==> src/rtl/uart_bridge_pkg.sv <==
// Shared definitions for the UART-to-bus bridge: FSM states plus command and response byte codes.
package uart_bridge_pkg;

  typedef enum logic [2:0] {
    IDLE  = 3'd0,
    ADDR  = 3'd1,
    WDATA = 3'd2,
    BUS   = 3'd3,
    RESP  = 3'd4,
    ERR   = 3'd5
  } state_t;

  localparam logic [7:0] CMD_READ   = 8'h01;
  localparam logic [7:0] CMD_WRITE  = 8'h02;
  localparam logic [7:0] RSP_WR_OK  = 8'hAA;
  localparam logic [7:0] RSP_ERROR  = 8'hEE;

endpackage

==> src/rtl/uart_bus_bridge.sv <==
// UART byte-stream to simple request/acknowledge bus bridge.
// A command byte is followed by big-endian address bytes, plus write-data bytes for a write.
// One bus access is then issued. The reply is the read data (MSB first), 0xAA after a write,
// or 0xEE when the command is bad or when a byte or bus timeout occurs.
module uart_bus_bridge
  import uart_bridge_pkg::*;
#(
  parameter int ADDR_WIDTH   = 32,
  parameter int DATA_WIDTH   = 32,
  parameter int BYTE_TIMEOUT = 5000000,
  parameter int BUS_TIMEOUT  = 1024
) (
  input  logic                  clk,
  input  logic                  n_rst,
  input  logic [7:0]            i_rx_data,
  input  logic                  i_rx_valid,
  output logic [7:0]            o_tx_data,
  output logic                  o_tx_valid,
  input  logic                  i_tx_ready,
  output logic                  o_bus_req,
  output logic                  o_bus_rnw,
  output logic [ADDR_WIDTH-1:0] o_bus_addr,
  output logic [DATA_WIDTH-1:0] o_bus_wdata,
  input  logic                  i_bus_ack,
  input  logic [DATA_WIDTH-1:0] i_bus_rdata,
  output logic                  o_busy
);

  localparam int ADDR_BYTES = ADDR_WIDTH / 8;
  localparam int DATA_BYTES = DATA_WIDTH / 8;
  localparam int MAX_BYTES  = (ADDR_BYTES > DATA_BYTES) ? ADDR_BYTES : DATA_BYTES;
  localparam int CNT_W      = $clog2(MAX_BYTES) + 1;
  localparam int BTO_W      = $clog2(BYTE_TIMEOUT + 1);
  localparam int BUS_W      = $clog2(BUS_TIMEOUT + 1);

  localparam logic [CNT_W-1:0] ADDR_LAST = CNT_W'(ADDR_BYTES - 1);
  localparam logic [CNT_W-1:0] DATA_LAST = CNT_W'(DATA_BYTES - 1);
  localparam logic [BTO_W-1:0] BTO_LAST  = BTO_W'(BYTE_TIMEOUT - 1);
  localparam logic [BUS_W-1:0] BUS_LAST  = BUS_W'(BUS_TIMEOUT - 1);

  state_t                state_q, state_d;
  logic [CNT_W-1:0]      byte_cnt_q, byte_cnt_d;
  logic [BTO_W-1:0]      byte_tmo_q, byte_tmo_d;
  logic [BUS_W-1:0]      bus_tmo_q, bus_tmo_d;
  logic [ADDR_WIDTH-1:0] addr_q, addr_d;
  logic [DATA_WIDTH-1:0] wdata_q, wdata_d;
  logic [DATA_WIDTH-1:0] rdata_q, rdata_d;
  logic                  rnw_q, rnw_d;
  logic                  req_q, req_d;
  logic [7:0]            tx_data_q, tx_data_d;
  logic                  tx_valid_q, tx_valid_d;
  logic                  tx_accept;

  assign tx_accept = tx_valid_q & i_tx_ready;

  // Next-state, datapath shifting, timeout counting and response sequencing.
  always_comb begin
    state_d    = state_q;
    byte_cnt_d = byte_cnt_q;
    byte_tmo_d = byte_tmo_q;
    bus_tmo_d  = bus_tmo_q;
    addr_d     = addr_q;
    wdata_d    = wdata_q;
    rdata_d    = rdata_q;
    rnw_d      = rnw_q;
    req_d      = req_q;
    tx_data_d  = tx_data_q;
    tx_valid_d = tx_valid_q;
    case (state_q)
      IDLE: begin
        if (i_rx_valid) begin
          byte_cnt_d = '0;
          byte_tmo_d = '0;
          if (i_rx_data == CMD_READ) begin
            rnw_d   = 1'b1;
            state_d = ADDR;
          end else if (i_rx_data == CMD_WRITE) begin
            rnw_d   = 1'b0;
            state_d = ADDR;
          end else begin
            state_d    = ERR;
            tx_valid_d = 1'b1;
            tx_data_d  = RSP_ERROR;
          end
        end
      end
      ADDR: begin
        if (i_rx_valid) begin
          addr_d     = (addr_q << 8) | ADDR_WIDTH'(i_rx_data);
          byte_tmo_d = '0;
          if (byte_cnt_q == ADDR_LAST) begin
            byte_cnt_d = '0;
            if (rnw_q) begin
              state_d   = BUS;
              req_d     = 1'b1;
              bus_tmo_d = '0;
            end else begin
              state_d = WDATA;
            end
          end else begin
            byte_cnt_d = byte_cnt_q + 1'b1;
          end
        end else if (byte_tmo_q == BTO_LAST) begin
          state_d    = ERR;
          tx_valid_d = 1'b1;
          tx_data_d  = RSP_ERROR;
        end else if (!(&byte_tmo_q)) begin
          byte_tmo_d = byte_tmo_q + 1'b1;
        end
      end
      WDATA: begin
        if (i_rx_valid) begin
          wdata_d    = (wdata_q << 8) | DATA_WIDTH'(i_rx_data);
          byte_tmo_d = '0;
          if (byte_cnt_q == DATA_LAST) begin
            byte_cnt_d = '0;
            state_d    = BUS;
            req_d      = 1'b1;
            bus_tmo_d  = '0;
          end else begin
            byte_cnt_d = byte_cnt_q + 1'b1;
          end
        end else if (byte_tmo_q == BTO_LAST) begin
          state_d    = ERR;
          tx_valid_d = 1'b1;
          tx_data_d  = RSP_ERROR;
        end else if (!(&byte_tmo_q)) begin
          byte_tmo_d = byte_tmo_q + 1'b1;
        end
      end
      BUS: begin
        if (req_q && i_bus_ack) begin
          req_d      = 1'b0;
          state_d    = RESP;
          tx_valid_d = 1'b1;
          byte_cnt_d = '0;
          if (rnw_q) begin
            tx_data_d = i_bus_rdata[DATA_WIDTH-1 -: 8];
            rdata_d   = i_bus_rdata << 8;
          end else begin
            tx_data_d = RSP_WR_OK;
          end
        end else if (bus_tmo_q == BUS_LAST) begin
          req_d      = 1'b0;
          state_d    = ERR;
          tx_valid_d = 1'b1;
          tx_data_d  = RSP_ERROR;
        end else if (!(&bus_tmo_q)) begin
          bus_tmo_d = bus_tmo_q + 1'b1;
        end
      end
      RESP: begin
        if (tx_accept) begin
          if (rnw_q && (byte_cnt_q != DATA_LAST)) begin
            byte_cnt_d = byte_cnt_q + 1'b1;
            tx_data_d  = rdata_q[DATA_WIDTH-1 -: 8];
            rdata_d    = rdata_q << 8;
          end else begin
            tx_valid_d = 1'b0;
            state_d    = IDLE;
          end
        end
      end
      ERR: begin
        if (tx_accept) begin
          tx_valid_d = 1'b0;
          state_d    = IDLE;
        end
      end
      default: begin
        state_d    = IDLE;
        req_d      = 1'b0;
        tx_valid_d = 1'b0;
      end
    endcase
  end

  // State and datapath registers; reset abandons any transaction in flight.
  always_ff @(posedge clk or negedge n_rst) begin
    if (!n_rst) begin
      state_q    <= IDLE;
      byte_cnt_q <= '0;
      byte_tmo_q <= '0;
      bus_tmo_q  <= '0;
      addr_q     <= '0;
      wdata_q    <= '0;
      rdata_q    <= '0;
      rnw_q      <= 1'b0;
      req_q      <= 1'b0;
      tx_data_q  <= '0;
      tx_valid_q <= 1'b0;
    end else begin
      state_q    <= state_d;
      byte_cnt_q <= byte_cnt_d;
      byte_tmo_q <= byte_tmo_d;
      bus_tmo_q  <= bus_tmo_d;
      addr_q     <= addr_d;
      wdata_q    <= wdata_d;
      rdata_q    <= rdata_d;
      rnw_q      <= rnw_d;
      req_q      <= req_d;
      tx_data_q  <= tx_data_d;
      tx_valid_q <= tx_valid_d;
    end
  end

  assign o_tx_data   = tx_data_q;
  assign o_tx_valid  = tx_valid_q;
  assign o_bus_req   = req_q;
  assign o_bus_rnw   = rnw_q;
  assign o_bus_addr  = addr_q;
  assign o_bus_wdata = wdata_q;
  assign o_busy      = (state_q != IDLE);

endmodule

==> config.mk <==
export PLATFORM = sky130hd
export DESIGN_NAME = uart_bus_bridge
export DESIGN_NICKNAME = d
export VERILOG_FILES = /design/src/rtl/uart_bridge_pkg.sv /design/src/rtl/uart_bus_bridge.sv
export SDC_FILE = /design/constraint.sdc
export NUM_CORES = 1
export LEC_CHECK = 0
export CORE_MARGIN = 3
export CORE_UTILIZATION = 52
export CTS_CLUSTER_DIAMETER = 60
export DETAILED_ROUTE_END_ITERATION = 7
export PLACE_DENSITY = 0.8
export SYNTH_ARGS = -nofsm -noshare
export SYNTH_HDL_FRONTEND = slang
export SYNTH_SLANG_ARGS = --single-unit
==> constraint.sdc <==
create_clock -name clk -period 2.9 [get_ports clk]
set_input_delay 0.725 -clock clk [delete_from_list [all_inputs] [get_ports clk]]
set_output_delay 0.725 -clock clk [all_outputs]
set_load 0.1 [all_outputs]
==> metrics.md, run 1 <==
| Metric | Value |
|---|---|
| # hold bufs at CTS | 0 |
| Yosys top cell by area | dfrtp_1 |
| Die width | ~120 um |
| Worst slew margin | 0.488 |
| Final Max Tran Viols | 0 |
| Share of the synthesized area in the top cell type | 0.538 |
| First-pass GRT wire length | about 26 mm |
| Synthesis Warnings | 0 |
| RD Place Congestion | 0.871 |
| Sequential area share after synthesis | 0.538 |
| Core ar. | 12100 um^2 |
| Final min period | roughly 2.7 ns |
| Synthesized area per cell | between 10 and 15 um^2 |
| Port bufs | 120 |
| Largest cells by area after synthesis | dfrtp_1 54%, mux2_2 11%, mux2i_1 3.6% |
| Num CTS Buffers | 17 |
| CTS tree | done |
| Htree depth | 4 |
| Largest net degree at the start of global routing | ~80 |
| Number of synthesized flops with an enable pin | 0 |
| Finished Layout Cells | roughly 900 |
| WHS | 0.354 ns |
| CP most frequent cell | ha_1 |
| CP startpoint kind | register |
| Arrival time worst endpoint | roughly 3.0 ns |
| Post-route ant nets | 0 |
| Slowest cell on crit path | a211oi_4 |
| Clock-pin slew on the worst setup and hold paths | 0.05 ns |
| Reg2Reg Setup Slack | 0.22 ns |
| Clk sink count | 139 |
| Syn Std Cell Area | 6460 um^2 |
| Syn-to-layout area delta | 31.1% |
| Largest stage delay on the critical path | just under 0.6 ns |
| CTS resizes | 0 |
| Final Hold Fails | 0 |
| Mapped Nets | between 600 and 700 |
| Initial antenna violation count | 0 |
| Die Height | about 120 um |
| Crit path kind | reg2reg |
| CTS root buf | clkbuf_16 |
| Max FO, Critical Path | 8 |
| Worst Skew | around 0.007 ns |
| Ant. Diodes | 0 |
| Status | complete, no violations |
| Remaining DRCs | 0 |
| Hpwl dp | between 10 and 15 mm |
| Hold crit path type | in2async |
| 1st-pass router iterations | 5 |
| Total Routing Usage GR | 0.234 |
| GRT overflow | 0 |
| Static leakage | 0.00378 uW |
| FFs w/ async S/R, synth | 1.00 |
| Setup bufs post-CTS | 0 |
| Rows | 40 |
| CP Cell Sequence | ha_1 > ha_1 > nand2b_1 > o41ai_1 > inv_1 > a211oi_4 > mux2_4 |
| Max-cap violation count | 0 |
| NumNets Final | between 700 and 800 |
| Final worst-path cycle share | 0.925 |
| Flops & latches, synth | between 100 and 150 |
| Final setup fails | 0 |
| Maximum operating frequency | between 300 and 400 MHz |
| Most frequent cells in the layout | 139 x dfrtp_1, 101 x buf_4, 65 x mux2_2 |
| Power per cell area | 1180 nW/um^2 |
| Io pins | 121 |
| Via count of the first global-routing pass | 5273 |
| Pre-CTS setup slack | -0.00388 ns |
| Post-Synthesis Cells | between 500 and 600 |
| DRT Wirelength | 16.0 mm |
| Setup WS post-layout | 0.218 ns |
| Crit path required time | between 3 and 4 ns |
| Average routed wire per standard cell | 17.9 um |
| Max VDD drop | approximately 690 uV |
| Starting density of the core | 0.536 |
| CTS max path bufs | 2 |
| Share of post-route cells with drive strength above 1 | 0.287 |
| Worst-margin pin slew | 0.762 ns |
| Dpl cells | between 800 and 900 |
| Clk Latency, worst-skew pair | roughly 0.4 ns |
| Cell variety after synth | between 50 and 60 |
| Vias/cell | between 5 and 6 |
| Initial DRC Count | about 440 |
| Most common cell after layout, fill and taps aside | dfrtp_1 |
| Crit end category | register |
| Unrepaired setup endpoints after global routing | no |
| Die area | ~14000 um^2 |
| Vias | 5167 |
| Main synth FF type | dfrtp_1 |
==> cell type report <==
cell class                 count  area [um^2]
multi-input combinational    389         2810
fill                         861         3590
tap                          168          210
inverter                      23         86.3
sequential                   139         3480
timing repair buffer         148         1260
clock buffer                  23          468
clock inverter                 7          164
==> cell usage after synthesis (2+ instances only) <==
cell type	count
a211oi_1	5
a2bb2oi_1	2
nand2b_1	8
and2_1	3
ha_1	5
o21a_1	2
buf_2	2
nand3_1	26
o22ai_1	5
o31ai_1	11
nor4bb_1	2
mux2_2	65
inv_1	23
nand3b_1	3
a41oi_1	2
o41ai_1	2
mux2_4	4
nor2_1	40
or3_1	8
o21ai_0	29
mux2i_1	23
o311ai_0	7
nand2_1	28
clkbuf_1	29
a21oi_1	32
a311oi_1	2
a21o_1	2
nor2b_1	4
nor3_1	12
o211ai_1	5
dfrtp_1	139
a32o_1	3
nor4_1	4
a31oi_1	7
or4_1	5
and3_1	8
nand4_1	11
==> through the flow <==
step / area [um^2] / power (uW) / util / setup TNS (ns)
after CTS: 8470 / 10100 / 0.702 / 0
after floorplan: 6460 / 6470 / - / 0
after global routing: 8470 / 10400 / 0.702 / 0
final: 8470 / 10000 / 0.702 / 0
after global placement: 7840 / 7590 / 0.650 / 0
after detailed placement: 7840 / 7690 / 0.650 / -0.00474
==> state kept, by name, summed over array words and instances (netlist names), 3 cells and up <==
register / cells
rdata_q: 24
state_q: 3
o_tx_data: 8
o_bus_addr: 32
o_bus_wdata: 32
byte_tmo_q: 23
bus_tmo_q: 11
byte_cnt_q: 3
==> critical path, delay by kind of cell, from the launching register on <==
kind            cells  cell delay (ns)
fa+ha+maj           2             0.50
mux                 1             0.35
compound gates      2             0.99
buf+inv             1             0.15
flops               1             0.41
simple gates        1             0.18
==> power breakdown <==
| part | leakage [uW] | internal [uW] | switching (uW) |
|---|---|---|---|
| registers | 0.00177 | 2480 | 424 |
| logic | 0.00170 | 1300 | 3490 |
| clock network | 0.000307 | 1560 | 757 |
==> logic make-up after synthesis <==
kind of cell | synth area share
multiplexers | 0.158
XOR/XNOR | 0.00136
AO/OA/AOI/OAI | 0.123
flip-flops | 0.538
AND/OR/NAND/NOR | 0.138
adder cells (fa/ha/maj) | 0.00968
buffers and inverters | 0.0323
==> routing by layer <==
metal  wire (um)  share of wire  global-route usage  vias to the layer above
met3         834          0.052              0.0557                       30
met1        6680           0.42               0.294                     2536
met4         350          0.022              0.0864                        0
li1            -              -                   -                     2408
met5           0              0                   0                        -
met2        8160           0.51               0.396                      193
==> worst paths after layout <==
| kind | end | start | depth (start not counted) |
|---|---|---|---|
| min | o_tx_data[4] | n_rst | 1 |
| max in group asynchronous | o_bus_addr[25] | n_rst | 2 |
| min reg2reg | byte_cnt_q[1] | byte_cnt_q[1] | 2 |
| max reg2reg | o_tx_data[6] | byte_cnt_q[0] | 7 |
| min in group clk | byte_cnt_q[1] | byte_cnt_q[1] | 2 |
| max | o_tx_data[6] | byte_cnt_q[0] | 7 |
Power figures use the tool's default switching activity.
==> inputs of run 2 (changes only) <==
--- a/config.mk
+++ b/config.mk
@@ -5,11 +5,11 @@
 export SDC_FILE = /design/constraint.sdc
 export NUM_CORES = 1
 export LEC_CHECK = 0
-export CORE_MARGIN = 3
 export CORE_UTILIZATION = 52
 export CTS_CLUSTER_DIAMETER = 60
 export DETAILED_ROUTE_END_ITERATION = 7
 export PLACE_DENSITY = 0.8
+export RECOVER_POWER = 25
 export SYNTH_ARGS = -nofsm -noshare
 export SYNTH_HDL_FRONTEND = slang
 export SYNTH_SLANG_ARGS = --single-unit
==> metrics.md, run 2 (synthesized netlist as in run 1, its figures left out) <==
| Metric | Value |
|---|---|
| CTS max path bufs | 2 (unchanged) |
| Initial DRC Count | 467 (+5.2%) |
| Most frequent cells in the layout | 139 x dfrtp_1, 95 x buf_4, 65 x mux2_2 |
| Hpwl dp | 10.9 mm (-3.6%) |
| Final Max Tran Viols | 43 (+43) |
| Average routed wire per standard cell | 17.4 um (-2.5%) |
| Crit end category | register |
| Slowest cell on crit path | a211oi_4 |
| Largest net degree at the start of global routing | 57 (-30%) |
| Dpl cells | 862 (-0.58%) |
| Clk sink count | 139 (unchanged) |
| Max VDD drop | 745 uV (+8.2%) |
| Worst slew margin | -0.362 (-0.850) |
| Vias/cell | 5.70 (-0.98%) |
| Crit path kind | reg2reg |
| Worst Skew | 0.00731 ns (+0.000308 ns) |
| Clock-pin slew on the worst setup and hold paths | 0.06 ns (about the same) |
| Htree depth | 4 (unchanged) |
| Via count of the first global-routing pass | 5117 (-3.0%) |
| GRT overflow | 0 (unchanged) |
| Final worst-path cycle share | 0.920 (-0.00472) |
| Final Cell Area | 8420 um^2 (-0.61%) |
| Die width | 113 um (-3.4%) |
| Largest stage delay on the critical path | 0.60 ns (+0.02 ns) |
| Vias | 5099 (-1.3%) |
| Unrepaired setup endpoints after global routing | no |
| Clk Latency, worst-skew pair | 0.42 ns (about the same) |
| NumNets Final | 763 (-0.65%) |
| Die area | 12900 um^2 (-6.7%) |
| Max FO, Critical Path | 8 (unchanged) |
| RD Place Congestion | 0.816 (-6.3%) |
| Rows | 40 (unchanged) |
| Remaining DRCs | 0 (unchanged) |
| Most common cell after layout, fill and taps aside | dfrtp_1 |
| Starting density of the core | 0.536 (unchanged) |
| Share of post-route cells with drive strength above 1 | 0.289 (+0.00256) |
| Crit path required time | 3.21 ns (about the same) |
| Final setup fails | 0 (unchanged) |
| Ant. Diodes | 0 (unchanged) |
| Power per cell area | 1170 nW/um^2 (-0.75%) |
| Num CTS Buffers | 17 (unchanged) |
| Hold crit path type | reg2reg |
| Die Height | 113 um (-3.4%) |
| Worst-margin pin slew | 2.04 ns (+1.28 ns) |
| Port bufs | 120 (unchanged) |
| Failing checks | capacitance limit, slew limit |
| Finished Layout Cells | 894 (-0.33%) |
| Arrival time worst endpoint | 2.97 ns (about the same) |
| 1st-pass router iterations | 5 (unchanged) |
| Setup bufs post-CTS | 0 (unchanged) |
| Syn-to-layout area delta | 30.3% |
| Max-cap violation count | 1 (+1) |
| DRT Wirelength | 15.6 mm (-2.8%) |
| CP Cell Sequence | or4_4 > nor4_4 > nand3_2 > a211oi_4 > mux2_4 |
| Final Hold Fails | 0 (unchanged) |
| CTS tree | done |
| Static leakage | 0.00374 uW (-0.90%) |
| Total Routing Usage GR | 0.256 (+0.0218) |
| First-pass GRT wire length | 25.6 mm (-2.5%) |
| Io pins | 121 (unchanged) |
| Initial antenna violation count | 0 (unchanged) |
| Final min period | 2.67 ns (-0.0137 ns) |
| Core ar. | 12100 um^2 (unchanged) |
| Status | finished, violations left |
| CP startpoint kind | register |
| Maximum operating frequency | 375 MHz (+0.51%) |
| Post-route ant nets | 0 (unchanged) |
| CTS root buf | clkbuf_16 |
| DP Area | 7820 um^2 (-0.32%) |
[run 2: where the power goes]
part           leakage, uW  internal (uW)  total, uW  switching [uW]
registers          0.00177           2480       2860             381
logic              0.00167           1290       4770            3480
clock network     0.000295           1370       2250             883
[run 2: layout make-up]
type	instances	area, um^2
Fill cell	863	3640
Clock buffer	17	425
Tap cell	168	210
Sequential cell	139	3480
Timing Repair Buffer	143	1220
Inverter	23	86.3
Multi-Input combinational cell	389	2810
Clock inverter	15	185
[run 2: repair_timing]
item | 4_1_cts | 5_1_grt
endpoints found under the setup margin | 0 | 1
gates resized for setup | 0 | 1
hold buffers | 0 | 0
[run 2: path summary, 6_finish.rpt]
kind,startpoint,to,slack (ns),cells after the start
worst min-delay path,byte_cnt_q[1],byte_cnt_q[1],0.49,2
worst max-delay path,byte_tmo_q[12],o_tx_data[6],0.23,5
worst max register to register,byte_tmo_q[12],o_tx_data[6],0.23,5
max in group asynchronous,n_rst,o_bus_addr[2],0.52,2
worst min register to register,byte_cnt_q[1],byte_cnt_q[1],0.49,2
min in group asynchronous,n_rst,byte_tmo_q[15],1.03,1
[run 2: critical path: cells and delay by family, from the launching register on]
family,cells,cell delay (ns)
simple gates,3,1.14
compound gates,1,0.60
flops,1,0.46
mux,1,0.35
[run 2: layer usage]
metal / share of wire / vias to the layer above / GRT usage
li1: - / 2407 / -
met1: 0.43 / 2495 / 0.331
met2: 0.50 / 157 / 0.412
met3: 0.043 / 40 / 0.0574
met4: 0.029 / 0 / 0.117
met5: 0 / - / 0
[run 2: metrics by stage]
| step | setup WS [ns] | power (uW) | utilization | setup TNS, ns | hold WS (ns) |
|---|---|---|---|---|---|
| 2_1_floorplan | 0.322 | 6470 | - | 0 | 0.429 |
| 3_3_place_gp | 0.0119 | 7530 | 0.648 | 0 | 0.468 |
| 3_5_place_dp | -0.00167 | 7650 | 0.648 | -0.00331 | 0.484 |
| 4_1_cts | 0.191 | 9930 | 0.699 | 0 | 0.231 |
| 5_1_grt | 0.132 | 10300 | 0.698 | 0 | 0.527 |
| 6_report | 0.231 | 9880 | 0.698 | 0 | 0.492 |
==> inputs of run 3 (changes only) <==
--- a/config.mk
+++ b/config.mk
@@ -10,6 +10,7 @@
 export DETAILED_ROUTE_END_ITERATION = 7
 export PLACE_DENSITY = 0.8
 export RECOVER_POWER = 25
+export SETUP_SLACK_MARGIN = 0.2
 export SYNTH_ARGS = -nofsm -noshare
 export SYNTH_HDL_FRONTEND = slang
 export SYNTH_SLANG_ARGS = --single-unit
==> metrics.md, run 3 (synthesized netlist as in run 1, its figures left out) <==
| Metric | Value |
|---|---|
| Metal-1 WL | 6.74 mm (+0.46%) |
| Status | finished, violations left |
| CTS root buf | clkbuf_16 |
| CTS tree | done |
| Average routed wire per standard cell | 17.4 um (about the same) |
| Worst-margin pin slew | 2.08 ns (+0.0387 ns) |
| Hpwl dp | 10.9 mm (unchanged) |
| Final setup fails | 0 (unchanged) |
| DRT Wirelength | 15.6 mm (+0.15%) |
| Rows | 40 (unchanged) |
| Crit path required time | 2.17 ns (-1.04 ns) |
| Initial antenna violation count | 0 (unchanged) |
| Met3 wire length | 653 um (-2.0%) |
| CP startpoint kind | register |
| Unrepaired setup endpoints after global routing | no |
| Failing checks | capacitance limit, slew limit |
| Static leakage | 0.00375 uW (+0.33%) |
| Max FO, Critical Path | 15 (+7) |
| Io pins | 121 (unchanged) |
| RD Place Congestion | 0.816 (unchanged) |
| GRT overflow | 0 (unchanged) |
| Via count of the first global-routing pass | 5117 (unchanged) |
| Final min period | 2.52 ns (-0.144 ns) |
| Arrival time worst endpoint | 1.80 ns (-1.17 ns) |
| Max VDD drop | 745 uV (about the same) |
| Crit end category | primary output |
| Crit path kind | reg2out |
| Share of post-route cells with drive strength above 1 | 0.290 (+0.000978) |
| Die Height | 113 um (unchanged) |
| Final Hold Fails | 0 (unchanged) |
| Remaining DRCs | 0 (unchanged) |
| Final core utilization | 0.701 (+0.00239) |
| WHS | 0.492 ns (+0.00000500 ns) |
| CTS max path bufs | 2 (unchanged) |
| Hold crit path type | reg2reg |
| Largest net degree at the start of global routing | 57 (unchanged) |
| Final worst-path cycle share | 0.870 (-0.0497) |
| Die area | 12900 um^2 (unchanged) |
| Most frequent cells in the layout | 139 x dfrtp_1, 95 x buf_4, 65 x mux2_2 |
| Vias/cell | 5.73 (+0.44%) |
| Post-route ant nets | 0 (unchanged) |
| Clock-pin slew on the worst setup and hold paths | 0.06 ns (about the same) |
| Worst Skew | 0.00740 ns (+0.0000899 ns) |
| Total Routing Usage GR | 0.256 (unchanged) |
| Power Total | 9920 uW (+0.42%) |
| Syn-to-layout area delta | 30.7% |
| Max-cap violation count | 1 (unchanged) |
| Num CTS Buffers | 17 (unchanged) |
| Reg2Reg Setup Slack | 0.40 ns (+0.17 ns) |
| Clk Latency, worst-skew pair | 0.42 ns (about the same) |
| First-pass GRT wire length | 25.6 mm (unchanged) |
| Initial DRC Count | 454 (-2.8%) |
| Vias | 5127 (+0.55%) |
| Worst slew margin | -0.388 (-0.0258) |
| Final Max Tran Viols | 42 (-2.3%) |
| Highest metal used | met4 |
| Htree depth | 4 (unchanged) |
| Core ar. | 12100 um^2 (unchanged) |
| Maximum operating frequency | 396 MHz (+5.7%) |
| 1st-pass router iterations | 5 (unchanged) |
| Most common cell after layout, fill and taps aside | dfrtp_1 |
| # hold bufs at CTS | 0 (unchanged) |
| Wire length on met2 | 7.75 mm (about the same) |
| NumNets Final | 764 (+0.13%) |
| Port bufs | 120 (unchanged) |
| Clk sink count | 139 (unchanged) |
| Die width | 113 um (unchanged) |
| Power per cell area | 1170 nW/um^2 (about the same) |
| Starting density of the core | 0.536 (unchanged) |
| Ant. Diodes | 0 (unchanged) |
## run 3: worst paths after layout
| kind | from | to | cells after the start |
|---|---|---|---|
| max in group asynchronous | n_rst | rdata_q[8] | 2 |
| worst max register to register | byte_tmo_q[12] | o_tx_data[6] | 6 |
| worst max-delay path | state_q[2] | o_busy | 3 |
| min in group asynchronous | n_rst | byte_tmo_q[7] | 1 |
| worst min register to register | byte_cnt_q[1] | byte_cnt_q[1] | 2 |
| worst min-delay path | byte_cnt_q[1] | byte_cnt_q[1] | 2 |
## run 3: worst max-delay path: stages (launching register included)
cell and delay, ns:
dfrtp_1 0.45, buf_4 0.23, or3_1 0.43, buf_4 0.26
## run 3: repair_timing
item | in CTS | in global routing
pin swaps | 0 | 1
setup buffers | 0 | 1
endpoints found under the setup margin | 2 | 4
gates resized for setup | 1 | 0
## run 3: power by group
part           internal (uW)  switching (uW)  total (uW)
combinational           1320            3490        4820
sequential              2480             381        2860
clock                   1370             879        2250
## run 3: metrics by stage
step / cell area [um^2] / TNS, ns / instances / setup slack, ns
floorplan: 6460 / 0 / 583 / 0.322
global placement: 7820 / 0 / 862 / 0.0119
detailed placement: 7820 / -0.00331 / 862 / -0.00167
CTS: 8430 / 0 / 894 / 0.236
global route: 8450 / 0 / 895 / 0.246
finish: 8450 / 0 / 895 / 0.376
## run 3: cell type report
cell class | instances | area [um^2]
Clock buffer | 17 | 425
Inverter | 23 | 86.3
Timing Repair Buffer | 144 | 1250
Clock inverter | 15 | 185
Fill cell | 862 | 3610
Tap cell | 168 | 210
Multi-Input combinational cell | 389 | 2810
Sequential cell | 139 | 3480
## run 3: metal layers
layer / track usage / vias up
met5: 0 / -
met4: 0.117 / 0
met3: 0.0574 / 42
met2: 0.412 / 157
met1: 0.331 / 2519
li1: - / 2409
